**config.mk**
```make
export PLATFORM = sky130hd
export DESIGN_NAME = branch_update_ctrl
export DESIGN_NICKNAME = d
export VERILOG_FILES = /design/src/rtl/branch_update_ctrl_pkg.sv /design/src/rtl/branch_update_ctrl_queue.sv /design/src/rtl/branch_update_ctrl.sv
export SDC_FILE = /design/constraint.sdc
export NUM_CORES = 1
export LEC_CHECK = 0
export BUFFER_PORTS_ARGS = -buffer_cell sky130_fd_sc_hd__buf_2
export CORE_ASPECT_RATIO = 2
export CORE_MARGIN = 2
export CORE_UTILIZATION = 50
export DETAILED_ROUTE_END_ITERATION = 6
export PLACE_DENSITY = 0.74
export SETUP_SLACK_MARGIN = 0.15
export SLEW_MARGIN = 10
export SYNTH_ARGS = -nofsm -noshare
export SYNTH_HDL_FRONTEND = slang
export SYNTH_SLANG_ARGS = --single-unit
```
**constraint.sdc**
```tcl
create_clock -name clk -period 4.6 [get_ports clk]
set_clock_uncertainty 0.2 [all_clocks]
set_input_delay 0.69 -clock clk [delete_from_list [all_inputs] [get_ports clk]]
set_output_delay 0.69 -clock clk [all_outputs]
set_load 0.02 [all_outputs]
```
**src/rtl/branch_update_ctrl_pkg.sv**
```systemverilog
// Shared definitions for the bimodal predictor update controller:
// FSM encodings, PC increment, init counter value and queue entry layout.
package branch_update_ctrl_pkg;

    localparam logic [0:0]  ST_INIT  = 1'b0;
    localparam logic [0:0]  ST_RUN   = 1'b1;

    localparam logic [31:0] PC_INC   = 32'd4;
    localparam logic [1:0]  CTR_INIT = 2'b01;

    typedef struct packed {
        logic [31:0] target;
        logic        pred;
        logic [31:0] pc;
    } bq_entry_t;

    localparam int BQ_WIDTH = $bits(bq_entry_t);

    function automatic logic [31:0] redirect_of(
        input bq_entry_t e,
        input logic      taken
    );
        return taken ? e.target : e.pc + PC_INC;
    endfunction

endpackage

```
**src/rtl/branch_update_ctrl_queue.sv**
```systemverilog
// In-order queue of in-flight branches; flush discards every entry,
// including one pushed in the same cycle.
module branch_queue #(
    parameter int WIDTH      = 65,
    parameter int DEPTH_BITS = 2
) (
    input  logic                  clk,
    input  logic                  reset,
    input  logic                  push,
    input  logic                  pop,
    input  logic                  flush,
    input  logic [WIDTH-1:0]      din,
    output logic [WIDTH-1:0]      head,
    output logic [DEPTH_BITS:0]   count,
    output logic                  full,
    output logic                  empty
);

    localparam int DEPTH = 1 << DEPTH_BITS;
    localparam logic [DEPTH_BITS:0] FULL_CNT = (DEPTH_BITS + 1)'(DEPTH);

    logic [WIDTH-1:0]      mem [DEPTH];
    logic [DEPTH_BITS-1:0] rd_ptr;
    logic [DEPTH_BITS-1:0] wr_ptr;
    logic                  do_push;
    logic                  do_pop;

    assign full    = (count == FULL_CNT);
    assign empty   = (count == '0);
    assign do_pop  = pop & ~empty;
    // A full queue still accepts a push when the head leaves this cycle.
    assign do_push = push & (~full | do_pop);
    assign head    = mem[rd_ptr];

    always_ff @(posedge clk) begin
        if (reset) begin
            rd_ptr <= '0;
            wr_ptr <= '0;
            count  <= '0;
        end else if (flush) begin
            rd_ptr <= '0;
            wr_ptr <= '0;
            count  <= '0;
        end else begin
            if (do_push) wr_ptr <= wr_ptr + 1'b1;
            if (do_pop)  rd_ptr <= rd_ptr + 1'b1;
            case ({do_push, do_pop})
                2'b10:   count <= count + 1'b1;
                2'b01:   count <= count - 1'b1;
                default: count <= count;
            endcase
        end
    end

    always_ff @(posedge clk) begin
        if (do_push && !flush) mem[wr_ptr] <= din;
    end

endmodule

```
**src/rtl/branch_update_ctrl.sv**
```systemverilog
// Pattern-table sequencer: init sweep after reset, then one update per
// retired branch with flush/redirect on mispredict.
module branch_update_ctrl
    import branch_update_ctrl_pkg::*;
#(
    parameter int TABLE_BITS  = 5,
    parameter int QDEPTH_BITS = 2
) (
    input  logic                   clk,
    input  logic                   reset,
    input  logic                   id_branch_valid,
    input  logic [31:0]            id_pc,
    input  logic                   id_prediction,
    input  logic [31:0]            id_target,
    input  logic                   mem_branch_valid,
    input  logic                   mem_taken,
    output logic                   ready,
    output logic                   upd_valid,
    output logic [TABLE_BITS-1:0]  upd_index,
    output logic                   upd_taken,
    output logic                   upd_init,
    output logic                   mispredict,
    output logic [31:0]            redirect_pc,
    output logic [QDEPTH_BITS:0]   q_count,
    output logic                   err_overflow,
    output logic                   err_underflow
);

    localparam logic [TABLE_BITS-1:0] SWEEP_LAST = '1;

    logic [0:0]            state;
    logic [TABLE_BITS-1:0] sweep;

    bq_entry_t             push_e;
    bq_entry_t             head_e;
    logic [BQ_WIDTH-1:0]   head_bits;
    logic                  q_full;
    logic                  q_empty;

    logic                  push_req;
    logic                  pop_req;
    logic                  pop_ok;
    logic                  mispred_now;

    // Pipeline traffic is only honoured once ready has been raised.
    assign push_req    = ready & id_branch_valid;
    assign pop_req     = ready & mem_branch_valid;
    assign pop_ok      = pop_req & ~q_empty;
    assign mispred_now = pop_ok & (head_e.pred != mem_taken);

    assign push_e.target = id_target;
    assign push_e.pred   = id_prediction;
    assign push_e.pc     = id_pc;
    assign head_e        = bq_entry_t'(head_bits);

    branch_queue #(
        .WIDTH      (BQ_WIDTH),
        .DEPTH_BITS (QDEPTH_BITS)
    ) u_queue (
        .clk   (clk),
        .reset (reset),
        .push  (push_req),
        .pop   (pop_req),
        .flush (mispred_now),
        .din   (push_e),
        .head  (head_bits),
        .count (q_count),
        .full  (q_full),
        .empty (q_empty)
    );

    always_ff @(posedge clk) begin
        if (reset) begin
            state         <= ST_INIT;
            sweep         <= '0;
            ready         <= 1'b0;
            upd_valid     <= 1'b0;
            upd_index     <= '0;
            upd_taken     <= 1'b0;
            upd_init      <= 1'b0;
            mispredict    <= 1'b0;
            redirect_pc   <= '0;
            err_overflow  <= 1'b0;
            err_underflow <= 1'b0;
        end else begin
            upd_valid  <= 1'b0;
            upd_init   <= 1'b0;
            upd_taken  <= 1'b0;
            mispredict <= 1'b0;
            case (state)
                ST_INIT: begin
                    upd_valid <= 1'b1;
                    upd_init  <= 1'b1;
                    upd_index <= sweep;
                    sweep     <= sweep + 1'b1;
                    if (sweep == SWEEP_LAST) state <= ST_RUN;
                end
                ST_RUN: begin
                    ready <= 1'b1;
                    if (pop_ok) begin
                        upd_valid <= 1'b1;
                        upd_index <= head_e.pc[TABLE_BITS+1:2];
                        upd_taken <= mem_taken;
                    end
                    if (mispred_now) begin
                        mispredict  <= 1'b1;
                        redirect_pc <= redirect_of(head_e, mem_taken);
                    end
                    if (push_req && q_full && !pop_ok) err_overflow <= 1'b1;
                    if (pop_req && q_empty) err_underflow <= 1'b1;
                end
                default: state <= ST_INIT;
            endcase
        end
    end

endmodule

```
==> flow_summary.json <==
{
  "post_cts_resized": 0,
  "synth_edf_count": 260,
  "gp_congestion": 0.933,
  "max_slew_margin_pct": 31.4,
  "drive_above_1_share_pct": 26.4,
  "status": "finished, final reports clean",
  "pin_count": 117,
  "gr-usage-all-layers_pct": 20.2,
  "yosys.cell_count.top_type": "edfxtp_1",
  "final-setup-viol-count": 0,
  "worstPathArrival_ps": 3410,
  "core_um2": 25000,
  "cp_slowest_stage_delay_ps": 750,
  "yosysUniqueCellTypes": 54,
  "antenna_found_initial": 1,
  "clockRootBuffer": "clkbuf_16",
  "wl_per_cell_um": 22.1,
  "critPathMaxFanout": 22,
  "drv_cap": 0,
  "clock.fmax_ghz": 0.309,
  "syn_nets": 810,
  "worst_setup_path_end_kind": "flip-flop",
  "min_period_ps": 3240,
  "fin_util_pct": 58.3,
  "period_share_pct": 70.3,
  "grt_pass1_vias": 7024,
  "synth_area_um2": 12800,
  "irDropWorstVdd_v": 0.000392,
  "slew_violations": 0,
  "post-dp-hpwl_um": 17100,
  "grt_setup_unrepaired": "no",
  "rrSetupSlack_ps": 1360,
  "ant_nets": 0,
  "cts.clk_slew.worst_paths_ps": 70,
  "async_flop_share_pct": 0,
  "htree_levels": 1,
  "grt_start_max_net_pins": 66,
  "synthTopCellsByArea": "edfxtp_1 (61%), dfxtp_1 (9.3%), mux4_2 (7.4%)",
  "detail_route.vias_per_cell": 5.72,
  "drc": 0,
  "hold_ws_ps": 154,
  "final_net_count": 926,
  "die_area_um2": 26900,
  "port_buffers": 116,
  "yosys-top-cells-count": "edfxtp_1 (260), dfxtp_1 (59), nor2_1 (49)",
  "first_iter_violations": 452,
  "fin_ws_ps": 1360,
  "p_leak_nw": 4.84,
  "yosysWarnings": 0,
  "numClockSinks": 319,
  "syn_avg_cell_area_um2": 17.4,
  "finalWirelength_um": 26600,
  "hold_violations": 0,
  "synth_top_area_cell": "edfxtp_1",
  "ctsHoldBuffers": 0,
  "cts_tree": "yes",
  "die_h_um": 230,
  "pwr_density_cell_nw_per_um2": 383,
  "dr.pass1.iters": 6,
  "cp-start-kind": "flip-flop",
  "synth-main-ff-cell": "edfxtp_1",
  "start_util_pct": 51.0,
  "core.rowCount": 82,
  "worstSkewPairLatency_ps": 550,
  "worstSetupPathType": "reg -> reg",
  "clk_path_buf_depth": 3,
  "ys_seq_area_share_pct": 70.4,
  "cts_buffers": 26,
  "tightest_slew_ps": 1030,
  "vias": 6892,
  "netlist.area_leader.share_pct": 61.2,
  "crit_chain": "buf_4 > mux4_1 > and3_1 > and2_1 > and4_1 > o21ai_1 > a31oi_1",
  "pre_cts_ws_ps": 1360,
  "critical_path_required_ps": 4770,
  "hp-class": "in -> reg",
  "tns_ps": 0,
  "synth_seq_cells": 319,
  "syn-instance-count": 732,
  "slowest_stage": "mux4_1",
  "die_w_um": 117,
  "area_growth_syn_to_layout_pct": 14.4,
  "grt_overflow_total": 0,
  "grt_pass1_wl_um": 40400,
  "postCtsSetupBuffers": 0
}
-- through the flow --
step	std cells	cell area [µm²]	total power, W
after global routing	1205	14600	0.00574
after global placement	1156	13700	0.00327
after CTS	1204	14600	0.00563
final	1205	14600	0.00559
after detailed placement	1156	13700	0.00327
after floorplan	732	12800	0.00321
-- registers in the layout (all words and copies together) (netlist names), named ones only --
register	cells
sweep	5
u_queue.count	3
upd_taken	1
err_overflow	1
redirect_pc	32
mispredict	1
u_queue.wr_ptr	2
state	1
u_queue.rd_ptr	2
upd_init	1
upd_valid	1
ready	1
upd_index	5
u_queue.mem	260
err_underflow	1
-- critical path: cells and delay by family (launching register included) --
family / cells / cell delay [ps]
compound gates: 2 / 390
flops: 1 / 600
simple gates: 3 / 700
mux: 1 / 750
buf+inv: 1 / 410
-- power breakdown --
group,switching (W),total (W),leakage (nW),internal [W]
clock network,0.000977,0.00238,0.446,0.00141
registers,0.00000390,0.00312,2.81,0.00312
logic,0.0000566,0.0000878,1.58,0.0000312
total,0.00104,0.00559,4.84,0.00456
-- final timing paths --
| kind | start | cells past startpoint | end |
|---|---|---|---|
| max | flip-flop | 7 | redirect_pc[21] |
| min | id_pc[20] | 1 | u_queue.mem[0][20] |
| max reg2reg | flip-flop | 7 | redirect_pc[21] |
| min reg2reg | err_underflow | 2 | err_underflow |
-- logic make-up after synthesis --
kind of cell	after synthesis	synth area share [%]
DFF	319	70.4
muxes	77	13.1
adders and majority gates	8	0.843
AOI/OAI and AO/OA	75	3.81
and+or+nand+nor	172	7.50
buffers and inverters	50	2.21
xor gates and xnor gates	31	2.13
-- layout make-up --
cell class	count	area (µm²)
fillers	1948	10400
flip-flops and latches	319	8990
multi-input cells	363	3500
repair buffers	128	721
clock buffers	31	691
well taps	336	420
clock inverters	17	234
inverters	10	37.5
diodes	1	2.50
-- layer usage --
metal | track usage, % | routed length (µm)
met3 | 2.27 | 1150
met4 | 7.28 | 840
met1 | 24.6 | 10100
met5 | 0 | 0
met2 | 36.5 | 14500
-- cells in the final DEF, fill, tap and decap left out, types with 6 or more instances in the layout --
cell type	n
a211oi_1	19
a21oi_1	16
a31oi_1	11
and2_1	6
and3_1	7
buf_2	116
buf_4	8
bufinv_16	6
clkbuf_16	27
dfxtp_1	57
edfxtp_1	260
ha_1	7
inv_1	10
mux2i_1	12
mux4_1	23
mux4_2	42
nand2_1	34
nand2b_1	6
nand3_1	15
nand3b_1	8
nand4_1	8
nor2_1	48
o21ai_0	11
xnor2_1	24
xor2_1	7
Power figures use the tool's default switching activity.
